## src/rtl/cnn_stream_pkg.sv

```systemverilog
// Shared definitions for the tagged IFMap stream: tag encodings, the writer
// state enum and the word-assembly helper macro.
`ifndef CNN_STREAM_WORD
`define CNN_STREAM_WORD(tag, data) {(tag), (data)}
`endif

package cnn_stream_pkg;

  localparam logic [1:0] TAG_SOR    = 2'b10;
  localparam logic [1:0] TAG_EOR    = 2'b01;
  localparam logic [1:0] TAG_MID    = 2'b00;
  localparam logic [1:0] TAG_SINGLE = 2'b11;

  typedef enum logic [1:0] {
    S_IDLE = 2'd0,
    S_RD   = 2'd1,
    S_WR   = 2'd2,
    S_DONE = 2'd3
  } wr_state_e;

  // Tag for an element given whether it opens and/or closes its row.
  function automatic logic [1:0] stream_tag(input logic first, input logic last);
    logic [1:0] t;
    case ({first, last})
      2'b10:   t = TAG_SOR;
      2'b01:   t = TAG_EOR;
      2'b11:   t = TAG_SINGLE;
      default: t = TAG_MID;
    endcase
    return t;
  endfunction

endpackage

```

## src/rtl/stream_addr_gen.sv

```systemverilog
// Row/column counters for the IFMap stream writer. Holds the address of the
// next element to read and flags whether it opens a row, closes a row, or is
// the final element of the region. Addresses wrap modulo 2^AW.
module stream_addr_gen
  import cnn_stream_pkg::*;
#(
  parameter int AW = 5,
  parameter int LW = 5,
  parameter int RW = 4
) (
  input  logic          clk,
  input  logic          rst,
  input  logic          load,
  input  logic          adv,
  input  logic [AW-1:0] base,
  input  logic [AW-1:0] pitch,
  input  logic [LW-1:0] len,
  input  logic [RW-1:0] rows,
  output logic [AW-1:0] addr,
  output logic          first,
  output logic          last_col,
  output logic          last_all
);

  logic [AW-1:0] addr_q, addr_d;
  logic [AW-1:0] row_base_q, row_base_d;
  logic [AW-1:0] pitch_q, pitch_d;
  logic [LW-1:0] col_q, col_d;
  logic [LW-1:0] len_q, len_d;
  logic [RW-1:0] row_q, row_d;
  logic [RW-1:0] rows_q, rows_d;

  assign addr     = addr_q;
  assign first    = (col_q == '0);
  assign last_col = (col_q == len_q - LW'(1));
  assign last_all = last_col && (row_q == rows_q - RW'(1));

  // Next-state: latch configuration on load, otherwise step one element per adv.
  always_comb begin
    addr_d     = addr_q;
    row_base_d = row_base_q;
    pitch_d    = pitch_q;
    col_d      = col_q;
    len_d      = len_q;
    row_d      = row_q;
    rows_d     = rows_q;
    if (load) begin
      addr_d     = base;
      row_base_d = base;
      pitch_d    = pitch;
      len_d      = len;
      rows_d     = rows;
      col_d      = '0;
      row_d      = '0;
    end else if (adv) begin
      if (last_col) begin
        row_base_d = row_base_q + pitch_q;
        addr_d     = row_base_q + pitch_q;
        col_d      = '0;
        row_d      = row_q + RW'(1);
      end else begin
        addr_d = addr_q + AW'(1);
        col_d  = col_q + LW'(1);
      end
    end
  end

  // Counter registers, cleared by reset.
  always_ff @(posedge clk) begin
    if (rst) begin
      addr_q     <= '0;
      row_base_q <= '0;
      pitch_q    <= '0;
      col_q      <= '0;
      len_q      <= '0;
      row_q      <= '0;
      rows_q     <= '0;
    end else begin
      addr_q     <= addr_d;
      row_base_q <= row_base_d;
      pitch_q    <= pitch_d;
      col_q      <= col_d;
      len_q      <= len_d;
      row_q      <= row_d;
      rows_q     <= rows_d;
    end
  end

endmodule

```

## src/rtl/ifmap_stream_writer.sv

```systemverilog
// Reads a rectangular IFMap region from a synchronous-read scratch memory and
// writes it row by row into the IFMap circular buffer as {sor, eor, data}
// words. Optional macro IFMAP_WR_ROWPITCH_EN adds a row_pitch port so rows
// can be a sub-window of a wider stored map; without it rows are contiguous.
module ifmap_stream_writer
  import cnn_stream_pkg::*;
#(
  parameter int DATA_WIDTH       = 10,
  parameter int IFMAP_ADDR_WIDTH = 5,
  parameter int LEN_WIDTH        = 5,
  parameter int ROWS_WIDTH       = 4
) (
  input  logic                        clk,
  input  logic                        rst,
  input  logic                        start,
  input  logic [IFMAP_ADDR_WIDTH-1:0] base_addr,
  input  logic [LEN_WIDTH-1:0]        row_len,
  input  logic [ROWS_WIDTH-1:0]       num_rows,
`ifdef IFMAP_WR_ROWPITCH_EN
  input  logic [IFMAP_ADDR_WIDTH-1:0] row_pitch,
`endif
  output logic                        mem_ren,
  output logic [IFMAP_ADDR_WIDTH-1:0] mem_addr,
  input  logic [DATA_WIDTH-1:0]       mem_rdata,
  input  logic                        ready_IFMap,
  output logic                        wen_buf_IFMap,
  output logic [DATA_WIDTH+1:0]       IFMap_word,
  output logic                        busy,
  output logic                        done
);

  wr_state_e state_q, state_d;

  logic                        accept;
  logic                        degenerate;
  logic                        adv;
  logic                        first;
  logic                        last_col;
  logic                        last_all;
  logic [IFMAP_ADDR_WIDTH-1:0] pitch_sel;
  logic [IFMAP_ADDR_WIDTH-1:0] gen_addr;
  // Tag and end-of-region flag of the word whose read is in flight.
  logic [1:0]                  tag_q;
  logic                        last_q;

  assign accept     = (state_q == S_IDLE) && start;
  assign degenerate = (row_len == '0) || (num_rows == '0);
  assign mem_addr   = gen_addr;

`ifdef IFMAP_WR_ROWPITCH_EN
  assign pitch_sel = row_pitch;
`else
  assign pitch_sel = IFMAP_ADDR_WIDTH'(row_len);
`endif

  stream_addr_gen #(
    .AW(IFMAP_ADDR_WIDTH),
    .LW(LEN_WIDTH),
    .RW(ROWS_WIDTH)
  ) u_addr_gen (
    .clk     (clk),
    .rst     (rst),
    .load    (accept),
    .adv     (adv),
    .base    (base_addr),
    .pitch   (pitch_sel),
    .len     (row_len),
    .rows    (num_rows),
    .addr    (gen_addr),
    .first   (first),
    .last_col(last_col),
    .last_all(last_all)
  );

  // State register.
  always_ff @(posedge clk) begin
    if (rst) state_q <= S_IDLE;
    else     state_q <= state_d;
  end

  // Next-state logic.
  always_comb begin
    state_d = state_q;
    case (state_q)
      S_IDLE: if (start) state_d = degenerate ? S_DONE : S_RD;
      S_RD:   state_d = S_WR;
      S_WR:   if (ready_IFMap && last_q) state_d = S_DONE;
      S_DONE: state_d = S_IDLE;
      default: state_d = S_IDLE;
    endcase
  end

  // Outputs; in WR the write and the follow-on read track ready_IFMap directly.
  always_comb begin
    mem_ren       = 1'b0;
    adv           = 1'b0;
    wen_buf_IFMap = 1'b0;
    IFMap_word    = '0;
    busy          = 1'b0;
    done          = 1'b0;
    case (state_q)
      S_RD: begin
        busy    = 1'b1;
        mem_ren = 1'b1;
        adv     = 1'b1;
      end
      S_WR: begin
        busy          = 1'b1;
        IFMap_word    = `CNN_STREAM_WORD(tag_q, mem_rdata);
        wen_buf_IFMap = ready_IFMap;
        if (ready_IFMap && !last_q) begin
          mem_ren = 1'b1;
          adv     = 1'b1;
        end
      end
      S_DONE: done = 1'b1;
      default: ;
    endcase
  end

  // Capture the position flags of each element as its read is issued.
  always_ff @(posedge clk) begin
    if (rst) begin
      tag_q  <= TAG_MID;
      last_q <= 1'b0;
    end else if (adv) begin
      tag_q  <= stream_tag(first, last_col);
      last_q <= last_all;
    end
  end

endmodule

```

## config.mk

```make
export PLATFORM = sky130hd
export DESIGN_NAME = ifmap_stream_writer
export DESIGN_NICKNAME = d
export VERILOG_FILES = /design/src/rtl/cnn_stream_pkg.sv /design/src/rtl/stream_addr_gen.sv /design/src/rtl/ifmap_stream_writer.sv
export SDC_FILE = /design/constraint.sdc
export NUM_CORES = 1
export LEC_CHECK = 0
export CAP_MARGIN = 5
export CORE_ASPECT_RATIO = 0.5
export CORE_UTILIZATION = 50
export CTS_CLUSTER_SIZE = 40
export DETAILED_ROUTE_END_ITERATION = 16
export GPL_TIMING_DRIVEN = 0
export PLACE_DENSITY = 0.79
export SYNTH_ARGS = -nofsm -noshare
export SYNTH_HDL_FRONTEND = slang
export SYNTH_SLANG_ARGS = --single-unit
```

## constraint.sdc

```tcl
create_clock -name clk -period 2.8 [get_ports clk]
set_clock_uncertainty 0.2 [all_clocks]
set_input_delay 0.42 -clock clk [delete_from_list [all_inputs] [get_ports clk]]
set_output_delay 0.42 -clock clk [all_outputs]
set_load 0.02 [all_outputs]
```

==> impl_results.html <==
<table>
<tr><th>Metric</th><th>Value</th></tr>
<tr><th colspan="2">Outcome</th></tr>
<tr><td>Run status</td><td>completed</td></tr>
<tr><th colspan="2">Placement</th></tr>
<tr><td>Routability cong.</td><td>0.863</td></tr>
<tr><td>Area after DPL</td><td>0.00258 mm^2</td></tr>
<tr><td>Cells after DPL</td><td>352</td></tr>
<tr><td>Half-perimeter wire length of the detailed placement result</td><td>4030 um</td></tr>
<tr><td>Port bufs</td><td>47</td></tr>
<tr><td>Setup slack after placement</td><td>-0.557 ns</td></tr>
<tr><th colspan="2">Routing</th></tr>
<tr><td>Vias after detailed routing</td><td>2,038</td></tr>
<tr><td>Violation count after the first detailed-route iteration</td><td>97</td></tr>
<tr><td>Remaining routing DRC violations</td><td>0</td></tr>
<tr><td>Iteration count of the initial detailed-routing pass</td><td>5</td></tr>
<tr><td>WL final</td><td>5280 um</td></tr>
<tr><td>Count of antenna-violating nets left after detailed routing</td><td>0</td></tr>
<tr><td>Average via count per standard cell</td><td>5.63</td></tr>
<tr><td>Post-detailed-route wirelength per cell</td><td>14.6 um</td></tr>
<tr><th colspan="2">Synth</th></tr>
<tr><td>Syn avg cell area</td><td>8.16 um^2</td></tr>
<tr><td>Ys flop type</td><td>sky130_fd_sc_hd__dfxtp_1</td></tr>
<tr><td>Async SR Flop Fraction</td><td>0</td></tr>
<tr><td>Post-Synthesis Net Count</td><td>295</td></tr>
<tr><td>Synth Area in Adders</td><td>0.101</td></tr>
<tr><td>Synth unique cells</td><td>49</td></tr>
<tr><td>Number of register bits inferred by synthesis</td><td>33</td></tr>
<tr><td>Share of the yosys chip area belonging to registers</td><td>0.323</td></tr>
<tr><td>Number of warnings printed during yosys synthesis</td><td>0</td></tr>
<tr><td>Post-Synth Simple-Gate Area</td><td>0.259</td></tr>
<tr><td>Synthesized instance count</td><td>251</td></tr>
<tr><td>Synthesized-area fraction occupied by ao, oa, aoi and oai cells</td><td>0.177</td></tr>
<tr><td>Summed instance area of the synthesized netlist</td><td>0.00205 mm^2</td></tr>
<tr><td>Combinational family with the most area after synthesis</td><td>simple AND/OR/NAND/NOR gates</td></tr>
<tr><td>Multiplexer share of the synthesized area</td><td>0.00978</td></tr>
<tr><td>Number of enable-type register cells in the synthesized netlist</td><td>0</td></tr>
<tr><td>Xor and xnor area share after synthesis</td><td>0.0856</td></tr>
<tr><th colspan="2">STA</th></tr>
<tr><td>Minimum setup slack in the final design</td><td>0.146 ns</td></tr>
<tr><td>Setup repair after global routing missed its margin</td><td>no</td></tr>
<tr><td>Maximum clock frequency</td><td>377 MHz</td></tr>
<tr><td>Final-layout worst hold slack</td><td>0.265 ns</td></tr>
<tr><td>Worst rel slew slack</td><td>0.607</td></tr>
<tr><td>Slew Limit Fails</td><td>0</td></tr>
<tr><td>Total count of hold-check failures in the final report</td><td>0</td></tr>
<tr><td>Transition time at the pin with the least slew margin</td><td>0.590 ns</td></tr>
<tr><td>Total Neg Setup Slack</td><td>0 ns</td></tr>
<tr><td>Final worst path period need</td><td>2.65 ns</td></tr>
<tr><td>Fraction of the cycle the final worst path needs</td><td>0.948</td></tr>
<tr><td>Setup violations, final</td><td>0</td></tr>
<tr><th colspan="2">Die</th></tr>
<tr><td>Placeable core area</td><td>0.00390 mm^2</td></tr>
<tr><td>Die width</td><td>92.5 um</td></tr>
<tr><td>Die area</td><td>0.00437 mm^2</td></tr>
<tr><td>Die height</td><td>47.2 um</td></tr>
<tr><td>Effective utilization at floorplan</td><td>0.524</td></tr>
<tr><td># rows</td><td>16</td></tr>
<tr><td># IOs</td><td>49</td></tr>
<tr><th colspan="2">Critical path</th></tr>
<tr><td>Capture instance of the worst register-to-register path</td><td>u_addr_gen.addr[0]</td></tr>
<tr><td>R2R Setup Slk</td><td>0.15 ns</td></tr>
<tr><td>R2r startpoint</td><td>u_addr_gen.pitch_q[0]</td></tr>
<tr><td>Reg2Reg Depth</td><td>8</td></tr>
<tr><td>Path type of the worst setup path</td><td>reg2reg</td></tr>
<tr><td>Critical Path Start Type</td><td>register</td></tr>
<tr><td>Critical Path AT</td><td>2.65 ns</td></tr>
<tr><td>CP Max Fanout</td><td>10</td></tr>
<tr><td>CP required</td><td>2.79 ns</td></tr>
<tr><td>CP endpoint kind</td><td>register</td></tr>
<tr><th colspan="2">Clock network</th></tr>
<tr><td>TritonCTS clock tree</td><td>built</td></tr>
<tr><td>CTS sink count</td><td>33</td></tr>
<tr><td>Number of buffers inserted for hold repair after clock tree synthesis</td><td>0</td></tr>
<tr><td>Clock latency on the worst-skew pair</td><td>0.29 ns</td></tr>
<tr><td>Clock Tree Root</td><td>sky130_fd_sc_hd__clkbuf_8</td></tr>
<tr><td>CTS buffer count</td><td>5</td></tr>
<tr><td>Clock buffer depth</td><td>2</td></tr>
<tr><td>Number of levels in the clock H-tree</td><td>2</td></tr>
<tr><td>Register clock-pin slew on the reported worst setup and hold paths</td><td>0.07 ns</td></tr>
<tr><th colspan="2">Final layout</th></tr>
<tr><td>Fraction of final layout cells sized beyond drive strength 1</td><td>0.0779</td></tr>
<tr><td>Post-route core utilization</td><td>0.696</td></tr>
<tr><td>Final net count</td><td>351</td></tr>
<tr><td>Fillcell total</td><td>327</td></tr>
<tr><td>Growth of design area from synthesis to finish</td><td>32.7%</td></tr>
<tr><td>Most common library cell in the layout ignoring fill and taps</td><td>sky130_fd_sc_hd__clkdlybuf4s50_1</td></tr>
<tr><td>Design Area, Final</td><td>0.00272 mm^2</td></tr>
<tr><td>Highest-count cells in the layout ignoring fill and taps</td><td>46 x sky130_fd_sc_hd__clkdlybuf4s50_1, 33 x sky130_fd_sc_hd__nand2_1, 31 x sky130_fd_sc_hd__dfxtp_1</td></tr>
<tr><td>Post-route insts no fill</td><td>362</td></tr>
<tr><td>Antenna diode count</td><td>0</td></tr>
<tr><th colspan="2">Global route</th></tr>
<tr><td>Vias in the first global route</td><td>1,747</td></tr>
<tr><td>Combined global-route utilization of all metal layers</td><td>0.253</td></tr>
<tr><td>Global-route congestion overflow total</td><td>0</td></tr>
<tr><td>Global-route wire length before repair</td><td>8250 um</td></tr>
<tr><td>Pin count of the biggest net entering global routing</td><td>11</td></tr>
<tr><td>Antenna violations before repair</td><td>0</td></tr>
<tr><th colspan="2">Power</th></tr>
<tr><td>Power per cell area</td><td>789 mW/mm^2</td></tr>
<tr><td>IR Drop Worst-Case VDD</td><td>300 uV</td></tr>
<tr><td>PnR Total Power</td><td>2.14 mW</td></tr>
<tr><td>Leak Pwr</td><td>1.01 nW</td></tr>
<tr><th colspan="2">Min path</th></tr>
<tr><td>Hold Path End</td><td>tag_q[0]</td></tr>
<tr><td>Hold Path Origin</td><td>tag_q[0]</td></tr>
<tr><td>Worst hold path type</td><td>reg2reg</td></tr>
<tr><td>Cells on Worst Hold Path</td><td>2</td></tr>
<tr><th colspan="2">Flow run</th></tr>
<tr><td>Max-cap violations</td><td>0</td></tr>
</table>
## flip-flops by register name, summed over array words and instances (netlist names)
name and cells:
u_addr_gen.addr 5, u_addr_gen.col_q 5, u_addr_gen.pitch_q 5, u_addr_gen.row_base_q 5, u_addr_gen.row_q 4, u_addr_gen.rows_q 4
state_q 2, tag_q 2, last_q 1
## worst max path at each step
stage | startpoint | to | cells after the start
final | u_addr_gen.pitch_q[0] | u_addr_gen.addr[0] | 8
after global routing | u_addr_gen.pitch_q[1] | u_addr_gen.row_base_q[2] | 8
after CTS | state_q[0] | mem_ren | 7
after detailed placement | ready_IFMap | mem_ren | 6
after global placement | ready_IFMap | mem_ren | 6
after floorplan | u_addr_gen.pitch_q[0] | u_addr_gen.addr[0] | 8
## cell type report
| class | instances | area (um^2) | area share |
|---|---|---|---|
| buffer | 10 | 43.8 | 0.0161 |
| clock buffer | 6 | 72.6 | 0.0267 |
| clock inverter | 2 | 10.0 | 0.00368 |
| inverter | 14 | 52.6 | 0.0193 |
| multi-input combinational | 194 | 1330 | 0.488 |
| sequential | 33 | 663 | 0.244 |
| tap | 54 | 67.6 | 0.0249 |
| timing repair buffer | 49 | 480 | 0.177 |
## worst max-delay path, stage by stage, from the launching register on
cell                        delay [ns]
sky130_fd_sc_hd__dfxtp_2          0.40
sky130_fd_sc_hd__inv_1            0.07
sky130_fd_sc_hd__ha_1             0.25
sky130_fd_sc_hd__nor2b_1          0.15
sky130_fd_sc_hd__or3_4            0.36
sky130_fd_sc_hd__a311o_1          0.35
sky130_fd_sc_hd__buf_2            0.19
sky130_fd_sc_hd__a31o_1           0.25
sky130_fd_sc_hd__a2111oi_2        0.34
## synthesized netlist by cell type, types with 3 or more instances
cell type | count | share of area
sky130_fd_sc_hd__o211ai_1 | 7 | 0.026
sky130_fd_sc_hd__clkbuf_1 | 8 | 0.015
sky130_fd_sc_hd__or4_1 | 3 | 0.011
sky130_fd_sc_hd__nor3_1 | 6 | 0.015
sky130_fd_sc_hd__dfxtp_1 | 33 | 0.32
sky130_fd_sc_hd__nor2_1 | 18 | 0.033
sky130_fd_sc_hd__nand2b_1 | 3 | 0.0092
sky130_fd_sc_hd__xor2_1 | 7 | 0.030
sky130_fd_sc_hd__ha_1 | 15 | 0.092
sky130_fd_sc_hd__inv_1 | 13 | 0.024
sky130_fd_sc_hd__a31o_1 | 3 | 0.013
sky130_fd_sc_hd__a21oi_1 | 21 | 0.051
sky130_fd_sc_hd__nand2_1 | 33 | 0.061
sky130_fd_sc_hd__xnor2_1 | 13 | 0.056
sky130_fd_sc_hd__a31oi_1 | 3 | 0.0092
sky130_fd_sc_hd__o21ai_1 | 6 | 0.015
sky130_fd_sc_hd__and2_1 | 14 | 0.043
sky130_fd_sc_hd__nand3_1 | 6 | 0.015
## metal layers
| metal | vias up | wire length [um] | GRT usage |
|---|---|---|---|
| met1 | 964 | 2550 | 0.350 |
| li1 | 987 | - | - |
| met3 | 9 | 389 | 0.0550 |
| met4 | 0 | 65 | 0.0719 |
| met2 | 78 | 2280 | 0.409 |
| met5 | - | 0 | 0 |
## cells by family after synthesis
family	count (synthesis)
simple gates	102
compound gates	54
flops	33
buf+inv	24
xor+xnor	20
fa+ha+maj	16
mux	2
## power breakdown
group | switching (mW) | internal [mW] | leakage (nW)
clock network | 0.177 | 0.172 | 0.0450
registers | 0.0979 | 0.561 | 0.270
logic | 0.648 | 0.488 | 0.696
total | 0.923 | 1.22 | 1.01
## repair_timing
action                                  CTS  global route
pin swaps                                 0             2
gates resized for setup                   5             9
buffers inserted                          0             2
endpoints found under the setup margin    4            17
(Power assumes the default switching activity.)
